[src/rtl/multicycle_ctrl.sv]
// Multi-cycle RV32I-subset control unit: sequences fetch/decode/execute/memory/writeback
// and drives ALU codes, datapath mux selects and write strobes for a shared datapath.
module multicycle_ctrl #(
    parameter int unsigned RESET_PC_HOLD = 1
) (
    input  logic        clk,
    input  logic        rst_n,
    input  logic [31:0] instr,
    input  logic        mem_ready,
    input  logic        alu_zero,
    input  logic        alu_carry,
    input  logic        alu_lsb,
    output logic [3:0]  alu_ctrl,
    output logic [1:0]  alu_a_sel,
    output logic [1:0]  alu_b_sel,
    output logic [2:0]  imm_sel,
    output logic        ir_we,
    output logic        pc_we,
    output logic        pc_src,
    output logic        mem_req,
    output logic        mem_we,
    output logic        reg_we,
    output logic [1:0]  wb_sel,
    output logic        illegal
);

    localparam int unsigned CNT_W = (RESET_PC_HOLD > 1) ? $clog2(RESET_PC_HOLD) : 1;

    localparam logic [6:0] OP_R      = 7'b0110011;
    localparam logic [6:0] OP_I      = 7'b0010011;
    localparam logic [6:0] OP_LOAD   = 7'b0000011;
    localparam logic [6:0] OP_STORE  = 7'b0100011;
    localparam logic [6:0] OP_BRANCH = 7'b1100011;
    localparam logic [6:0] OP_JAL    = 7'b1101111;
    localparam logic [6:0] OP_LUI    = 7'b0110111;

    localparam logic [3:0] ALU_AND = 4'b0000;
    localparam logic [3:0] ALU_OR  = 4'b0001;
    localparam logic [3:0] ALU_ADD = 4'b0010;
    localparam logic [3:0] ALU_SLL = 4'b0011;
    localparam logic [3:0] ALU_SRL = 4'b0100;
    localparam logic [3:0] ALU_SRA = 4'b0101;
    localparam logic [3:0] ALU_SUB = 4'b0110;
    localparam logic [3:0] ALU_SLT = 4'b0111;
    localparam logic [3:0] ALU_XOR = 4'b1000;

    typedef enum logic [2:0] {
        S_RESET  = 3'd0,
        S_FETCH  = 3'd1,
        S_DECODE = 3'd2,
        S_EXEC   = 3'd3,
        S_MEM    = 3'd4,
        S_WB     = 3'd5,
        S_TRAP   = 3'd6
    } state_t;

    state_t             state, state_nxt;
    logic [CNT_W-1:0]   hold_cnt;

    logic [6:0] opcode;
    logic [2:0] funct3;
    logic [6:0] funct7;
    logic       rd_nz;
    logic       is_load;
    logic       legal;
    logic       br_taken;
    logic [3:0] alu_rri;
    logic       unused_fields;

    assign opcode        = instr[6:0];
    assign funct3        = instr[14:12];
    assign funct7        = instr[31:25];
    assign rd_nz         = (instr[11:7] != 5'd0);
    assign is_load       = (opcode == OP_LOAD);
    assign unused_fields = ^instr[24:15];

    // Register operands are read by the datapath directly
    always_ff @(posedge clk or negedge rst_n) begin
        if (!rst_n) begin
            state    <= S_RESET;
            hold_cnt <= '0;
        end else begin
            state    <= state_nxt;
            hold_cnt <= (state == S_RESET) ? hold_cnt + CNT_W'(1) : '0;
        end
    end

    // R/I-type ALU code; funct7[5] only selects SUB for register-register ADD
    always_comb begin
        alu_rri = ALU_ADD;
        case (funct3)
            3'b000:  alu_rri = (opcode == OP_R && funct7[5]) ? ALU_SUB : ALU_ADD;
            3'b001:  alu_rri = ALU_SLL;
            3'b010:  alu_rri = ALU_SLT;
            3'b100:  alu_rri = ALU_XOR;
            3'b101:  alu_rri = funct7[5] ? ALU_SRA : ALU_SRL;
            3'b110:  alu_rri = ALU_OR;
            3'b111:  alu_rri = ALU_AND;
            default: alu_rri = ALU_ADD;
        endcase
    end

    // Supported-instruction check, evaluated in DECODE
    always_comb begin
        legal = 1'b0;
        case (opcode)
            OP_R: begin
                if (funct3 != 3'b011) begin
                    legal = (funct7 == 7'b0000000) ||
                            (funct7 == 7'b0100000 && (funct3 == 3'b000 || funct3 == 3'b101));
                end
            end
            OP_I: begin
                if (funct3 == 3'b001)      legal = (funct7 == 7'b0000000);
                else if (funct3 == 3'b101) legal = (funct7 == 7'b0000000) || (funct7 == 7'b0100000);
                else                       legal = (funct3 != 3'b011);
            end
            OP_LOAD, OP_STORE: legal = (funct3 == 3'b010);
            OP_BRANCH:         legal = (funct3 != 3'b010) && (funct3 != 3'b011);
            OP_JAL, OP_LUI:    legal = 1'b1;
            default:           legal = 1'b0;
        endcase
    end

    always_comb begin
        br_taken = 1'b0;
        case (funct3)
            3'b000:  br_taken = alu_zero;
            3'b001:  br_taken = !alu_zero;
            3'b100:  br_taken = alu_lsb;
            3'b101:  br_taken = !alu_lsb;
            3'b110:  br_taken = !alu_carry;
            3'b111:  br_taken = alu_carry;
            default: br_taken = 1'b0;
        endcase
    end

    // Next state and Moore-decoded datapath controls
    always_comb begin
        state_nxt = state;
        alu_ctrl  = ALU_AND;
        alu_a_sel = 2'b00;
        alu_b_sel = 2'b00;
        imm_sel   = 3'b000;
        ir_we     = 1'b0;
        pc_we     = 1'b0;
        pc_src    = 1'b0;
        mem_req   = 1'b0;
        mem_we    = 1'b0;
        reg_we    = 1'b0;
        wb_sel    = 2'b00;
        illegal   = 1'b0;
        case (state)
            S_RESET: begin
                if (hold_cnt == CNT_W'(RESET_PC_HOLD - 1)) state_nxt = S_FETCH;
            end
            S_FETCH: begin
                mem_req   = 1'b1;
                alu_a_sel = 2'b01;
                alu_b_sel = 2'b10;
                alu_ctrl  = ALU_ADD;
                if (mem_ready) begin
                    ir_we     = 1'b1;
                    pc_we     = 1'b1;
                    state_nxt = S_DECODE;
                end
            end
            S_DECODE: begin
                alu_a_sel = 2'b10;
                alu_b_sel = 2'b01;
                imm_sel   = (opcode == OP_JAL) ? 3'b100 : 3'b010;
                alu_ctrl  = ALU_ADD;
                state_nxt = legal ? S_EXEC : S_TRAP;
            end
            S_EXEC: begin
                case (opcode)
                    OP_R: begin
                        alu_ctrl  = alu_rri;
                        state_nxt = S_WB;
                    end
                    OP_I: begin
                        alu_ctrl  = alu_rri;
                        alu_b_sel = 2'b01;
                        state_nxt = S_WB;
                    end
                    OP_LUI: begin
                        alu_a_sel = 2'b11;
                        alu_b_sel = 2'b01;
                        imm_sel   = 3'b011;
                        alu_ctrl  = ALU_ADD;
                        state_nxt = S_WB;
                    end
                    OP_LOAD, OP_STORE: begin
                        alu_b_sel = 2'b01;
                        imm_sel   = is_load ? 3'b000 : 3'b001;
                        alu_ctrl  = ALU_ADD;
                        state_nxt = S_MEM;
                    end
                    OP_JAL: begin
                        pc_we     = 1'b1;
                        pc_src    = 1'b1;
                        reg_we    = rd_nz;
                        wb_sel    = 2'b10;
                        state_nxt = S_FETCH;
                    end
                    OP_BRANCH: begin
                        alu_ctrl  = (funct3[2:1] == 2'b10) ? ALU_SLT : ALU_SUB;
                        pc_we     = br_taken;
                        pc_src    = br_taken;
                        state_nxt = S_FETCH;
                    end
                    default: state_nxt = S_TRAP;
                endcase
            end
            S_MEM: begin
                mem_req = 1'b1;
                mem_we  = !is_load;
                if (mem_ready) state_nxt = is_load ? S_WB : S_FETCH;
            end
            S_WB: begin
                reg_we    = rd_nz;
                wb_sel    = is_load ? 2'b01 : 2'b00;
                state_nxt = S_FETCH;
            end
            S_TRAP: begin
                illegal = 1'b1;
            end
            default: state_nxt = S_RESET;
        endcase
    end

endmodule

[config.mk]
export PLATFORM = sky130hd
export DESIGN_NAME = multicycle_ctrl
export DESIGN_NICKNAME = d
export VERILOG_FILES = /design/src/rtl/multicycle_ctrl.sv
export SDC_FILE = /design/constraint.sdc
export NUM_CORES = 1
export LEC_CHECK = 0
export CAP_MARGIN = 10
export CORE_MARGIN = 4
export CORE_UTILIZATION = 25
export CTS_CLUSTER_DIAMETER = 120
export DETAILED_ROUTE_END_ITERATION = 16
export PLACE_DENSITY = 0.58
export SLEW_MARGIN = 20
export SYNTH_ARGS = -nofsm -noshare
export SYNTH_HDL_FRONTEND = slang
export SYNTH_SLANG_ARGS = --single-unit
[constraint.sdc]
create_clock -name clk -period 3.8 [get_ports clk]
set_clock_uncertainty 0.15 [all_clocks]
set_input_delay 0.57 -clock clk [delete_from_list [all_inputs] [get_ports clk]]
set_output_delay 0.57 -clock clk [all_outputs]
set_load 0.01 [all_outputs]
==> impl_metrics.env <==
export IMPL_synthXorXnorAreaFrac_pct=3.093
export IMPL_largest_family_of_logic_cells_by_synthesized_area="simple AND/OR/NAND/NOR gates"
export IMPL_final_setup_viol_count=0
export IMPL_die_extent_in_y_um=66.30
export IMPL_post_cts_repair_setup_buffers=0
export IMPL_minimum_clock_period_ps=3596
export IMPL_clk_insertion_delay_late_ps=240
export IMPL_tns_ps=0
export IMPL_worst_r2r_startpoint="state[0]"
export IMPL_finalMaxSlewViolations=0
export IMPL_die_area_um2=4395
export IMPL_routabilityCongestion=0.7863
export IMPL_grt_remaining_overflow=0
export IMPL_fin_crit_sh_pct=94.64
export IMPL_postRouteAntennaNets=0
export IMPL_worst_setup_hold_path_clk_slew_ps=40
export IMPL_route_detailed_wl_per_inst_um=12.61
export IMPL_via_per_inst=5.023
export IMPL_timing_critical_path_slowest_cell_delay_ps=600
export IMPL_diodes=0
export IMPL_synthArstFlopShare_pct=100.0
export IMPL_min_delay_start="hold_cnt"
export IMPL_ys_warnings_count=0
export IMPL_max_slew_worst_pin_slew_ps=360.0
export IMPL_yosys_mux_area_fraction_pct=3.682
export IMPL_critPathLaunch="instr[4]"
export IMPL_tritoncts="done"
export IMPL_antenna_found_initial=0
export IMPL_number_of_global_route_vias_before_repair=993
export IMPL_layout_cells_excl_fill=214
export IMPL_via_count=1075
export IMPL_number_of_port_buffers=47
export IMPL_cts_repair_resize_count=0
export IMPL_hpwlAfterDp_um=2234
export IMPL_first_iter_violations=60
export IMPL_rows=20
export IMPL_startpoint_type="input port"
export IMPL_top_flip_flop_cell_by_instance_count_after_synthesis="sky130_fd_sc_hd__dfrtp_1"
export IMPL_post_synth_fa_ha_maj_area_fraction_pct=0
export IMPL_firstDrtPassIters=4
export IMPL_leakage_nw=0.4846
export IMPL_finalPower_mw=0.5348
export IMPL_min_path_type="reg -> reg"
export IMPL_syn_instance_count=128
export IMPL_setup_worst_path_class="in -> out"
export IMPL_post_route_cells_drive_above_1_share_pct=7.647
export IMPL_cts_buffers_inserted=3
export IMPL_design_final_nets=210
export IMPL_final_hold_viol_count=0
export IMPL_cts_root_buffer="sky130_fd_sc_hd__clkbuf_4"
export IMPL_grt_first_pass_wirelength_um=4416
export IMPL_peakVddDrop_uv=122.0
export IMPL_crit_family="buffers and inverters"
export IMPL_grt_setup_unrepaired="false"
export IMPL_cts_htree_levels=1
export IMPL_outcome="completed"
export IMPL_timing_critical_path_slowest_stage_cell="sky130_fd_sc_hd__clkdlybuf4s50_1"
export IMPL_number_of_remaining_drc_errors=0
export IMPL_initial_utilization_pct=26.94
export IMPL_grt_max_degree=15
export IMPL_worst_path_most_repeated_cell="sky130_fd_sc_hd__clkdlybuf4s50_1"
export IMPL_crit_path_cell_trace="clkdlybuf4s50_1, nand4b_4, or3_2, nand2_1, a2111oi_0, a211oi_1, clkdlybuf4s50_1"
export IMPL_clock_sinks=4
export IMPL_cts_hold_repair_buffers=0
export IMPL_synth_simple_gate_area_share_pct=42.71
export IMPL_max_slew_margin_rel_pct=75.38
export IMPL_wp_buf_inv=2
export IMPL_cp_end_kind="primary output"
export IMPL_post_synth_edffs=0
export IMPL_count_of_max_cap_constraint_violations=0
export IMPL_crit_required_ps=3080
export IMPL_fp_dieW_um=66.30
export IMPL_synth_compound_area_share_pct=24.74
export IMPL_synth_area_per_cell_um2=6.637
export IMPL_synth_cell_area_um2=849.6
export IMPL_wl_um=2699
export IMPL_ios=58
export IMPL_ctsLongestPathBuffers=2
export IMPL_groute_usage_overall_pct=12.59
export IMPL_dp_cells=211
export IMPL_core_area_um2=3153
export IMPL_synthDistinctLibCells=45
export IMPL_area_delta_synth_final_pct=56.26
export IMPL_worst_endpoint_arrival_ps=2880
export IMPL_yosysSeqAreaShare_pct=11.78
export IMPL_crit_fanout=5
export IMPL_post_synthesis_net_count=166
export IMPL_fmax_mhz=278.1
export IMPL_ys_ff_latch=4
export IMPL_power_density_nw_per_um2=402.8
[synth_stat cells, types with 2 or more instances]
library cell,count,area (µm²)
sky130_fd_sc_hd__nor2_1,21,78.83
sky130_fd_sc_hd__a21oi_1,11,55.05
sky130_fd_sc_hd__nand2_1,11,41.29
sky130_fd_sc_hd__o21ai_0,8,40.04
sky130_fd_sc_hd__nor3_1,6,30.03
sky130_fd_sc_hd__nand3_1,5,25.02
sky130_fd_sc_hd__buf_6,4,45.04
sky130_fd_sc_hd__clkbuf_1,4,15.01
sky130_fd_sc_hd__dfrtp_1,4,100.1
sky130_fd_sc_hd__inv_1,4,15.01
sky130_fd_sc_hd__nand4_1,4,25.02
sky130_fd_sc_hd__nand2b_1,3,18.77
sky130_fd_sc_hd__nor4_1,3,18.77
sky130_fd_sc_hd__o22ai_1,3,18.77
sky130_fd_sc_hd__clkbuf_8,2,27.53
sky130_fd_sc_hd__mux2i_1,2,20.02
sky130_fd_sc_hd__nor4b_1,2,17.52
sky130_fd_sc_hd__o211ai_1,2,15.01
sky130_fd_sc_hd__o31ai_1,2,15.01
sky130_fd_sc_hd__xnor2_1,2,17.52
[placed cells by master, fill, tap and decap left out, types with 2 or more instances in the layout]
cell	n
sky130_fd_sc_hd__buf_4	4
sky130_fd_sc_hd__o21ai_0	8
sky130_fd_sc_hd__dfrtp_1	4
sky130_fd_sc_hd__xnor2_1	2
sky130_fd_sc_hd__nand2_1	11
sky130_fd_sc_hd__nor4_1	3
sky130_fd_sc_hd__nand4_1	4
sky130_fd_sc_hd__mux2i_1	2
sky130_fd_sc_hd__o22ai_1	3
sky130_fd_sc_hd__inv_1	4
sky130_fd_sc_hd__nor3_1	6
sky130_fd_sc_hd__a21oi_1	11
sky130_fd_sc_hd__o31ai_1	2
sky130_fd_sc_hd__nor2_1	21
sky130_fd_sc_hd__o211ai_1	2
sky130_fd_sc_hd__clkdlybuf4s50_1	47
sky130_fd_sc_hd__clkbuf_4	3
sky130_fd_sc_hd__nand3_1	5
sky130_fd_sc_hd__nor4b_1	2
sky130_fd_sc_hd__nand2b_1	3
[logic make-up (layout without fill, tap and decap cells)]
kind of cell / after synthesis / after routing
XOR/XNOR: 3 / 3
buffers and inverters: 17 / 59
multiplexers: 3 / 3
AO/OA/AOI/OAI: 34 / 34
flip-flops: 4 / 4
AND/OR/NAND/NOR: 67 / 67
[metal layers]
layer  track usage (%)  wire (µm)  up-vias
li1                  -          -      552
met1             15.84       1231      476
met2             21.31       1250       45
met3             2.551        200        2
met4             3.807         17        0
met5                 0          0        -
[per-stage QoR]
stage	instance area (µm²)	util [%]	hold slack, ps	setup WS, ps
2_1_floorplan	849.6	-	124.4	1099
3_3_place_gp	1305	41.39	278.9	237.9
3_5_place_dp	1305	41.39	276.4	179.0
4_1_cts	1328	42.10	289.2	177.6
5_1_grt	1328	42.10	297.2	27.48
6_report	1328	42.10	286.3	203.7
[flip-flops by register name, indices dropped and copies added (netlist names)]
name	count
hold_cnt	1
state	3
[where the power goes]
part,total (mW),switching [mW],internal (mW)
clock,0.0542,0.0188,0.0354
sequential,0.117,0.0528,0.0638
combinational,0.364,0.169,0.195
total,0.535,0.240,0.295
[final timing paths]
path | to | slack, ps | cells past startpoint
setup / recovery | alu_ctrl[1] | 200 | 7
hold / removal | hold_cnt | 290 | 1
setup reg to reg | state[0] | 1890 | 6
hold reg to reg | hold_cnt | 290 | 1
max in group asynchronous | state[2] | 2950 | 1
min in group asynchronous | state[1] | 380 | 1
[final cells by class]
type / count / area [µm²]
Clock buffer: 3 / 22.52
Fill cell: 344 / 1826
Inverter: 5 / 18.77
Multi-Input combinational cell: 107 / 630.6
Sequential cell: 4 / 100.1
Tap cell: 44 / 55.05
Timing Repair Buffer: 51 / 500.5
(Power assumes the default switching activity.)
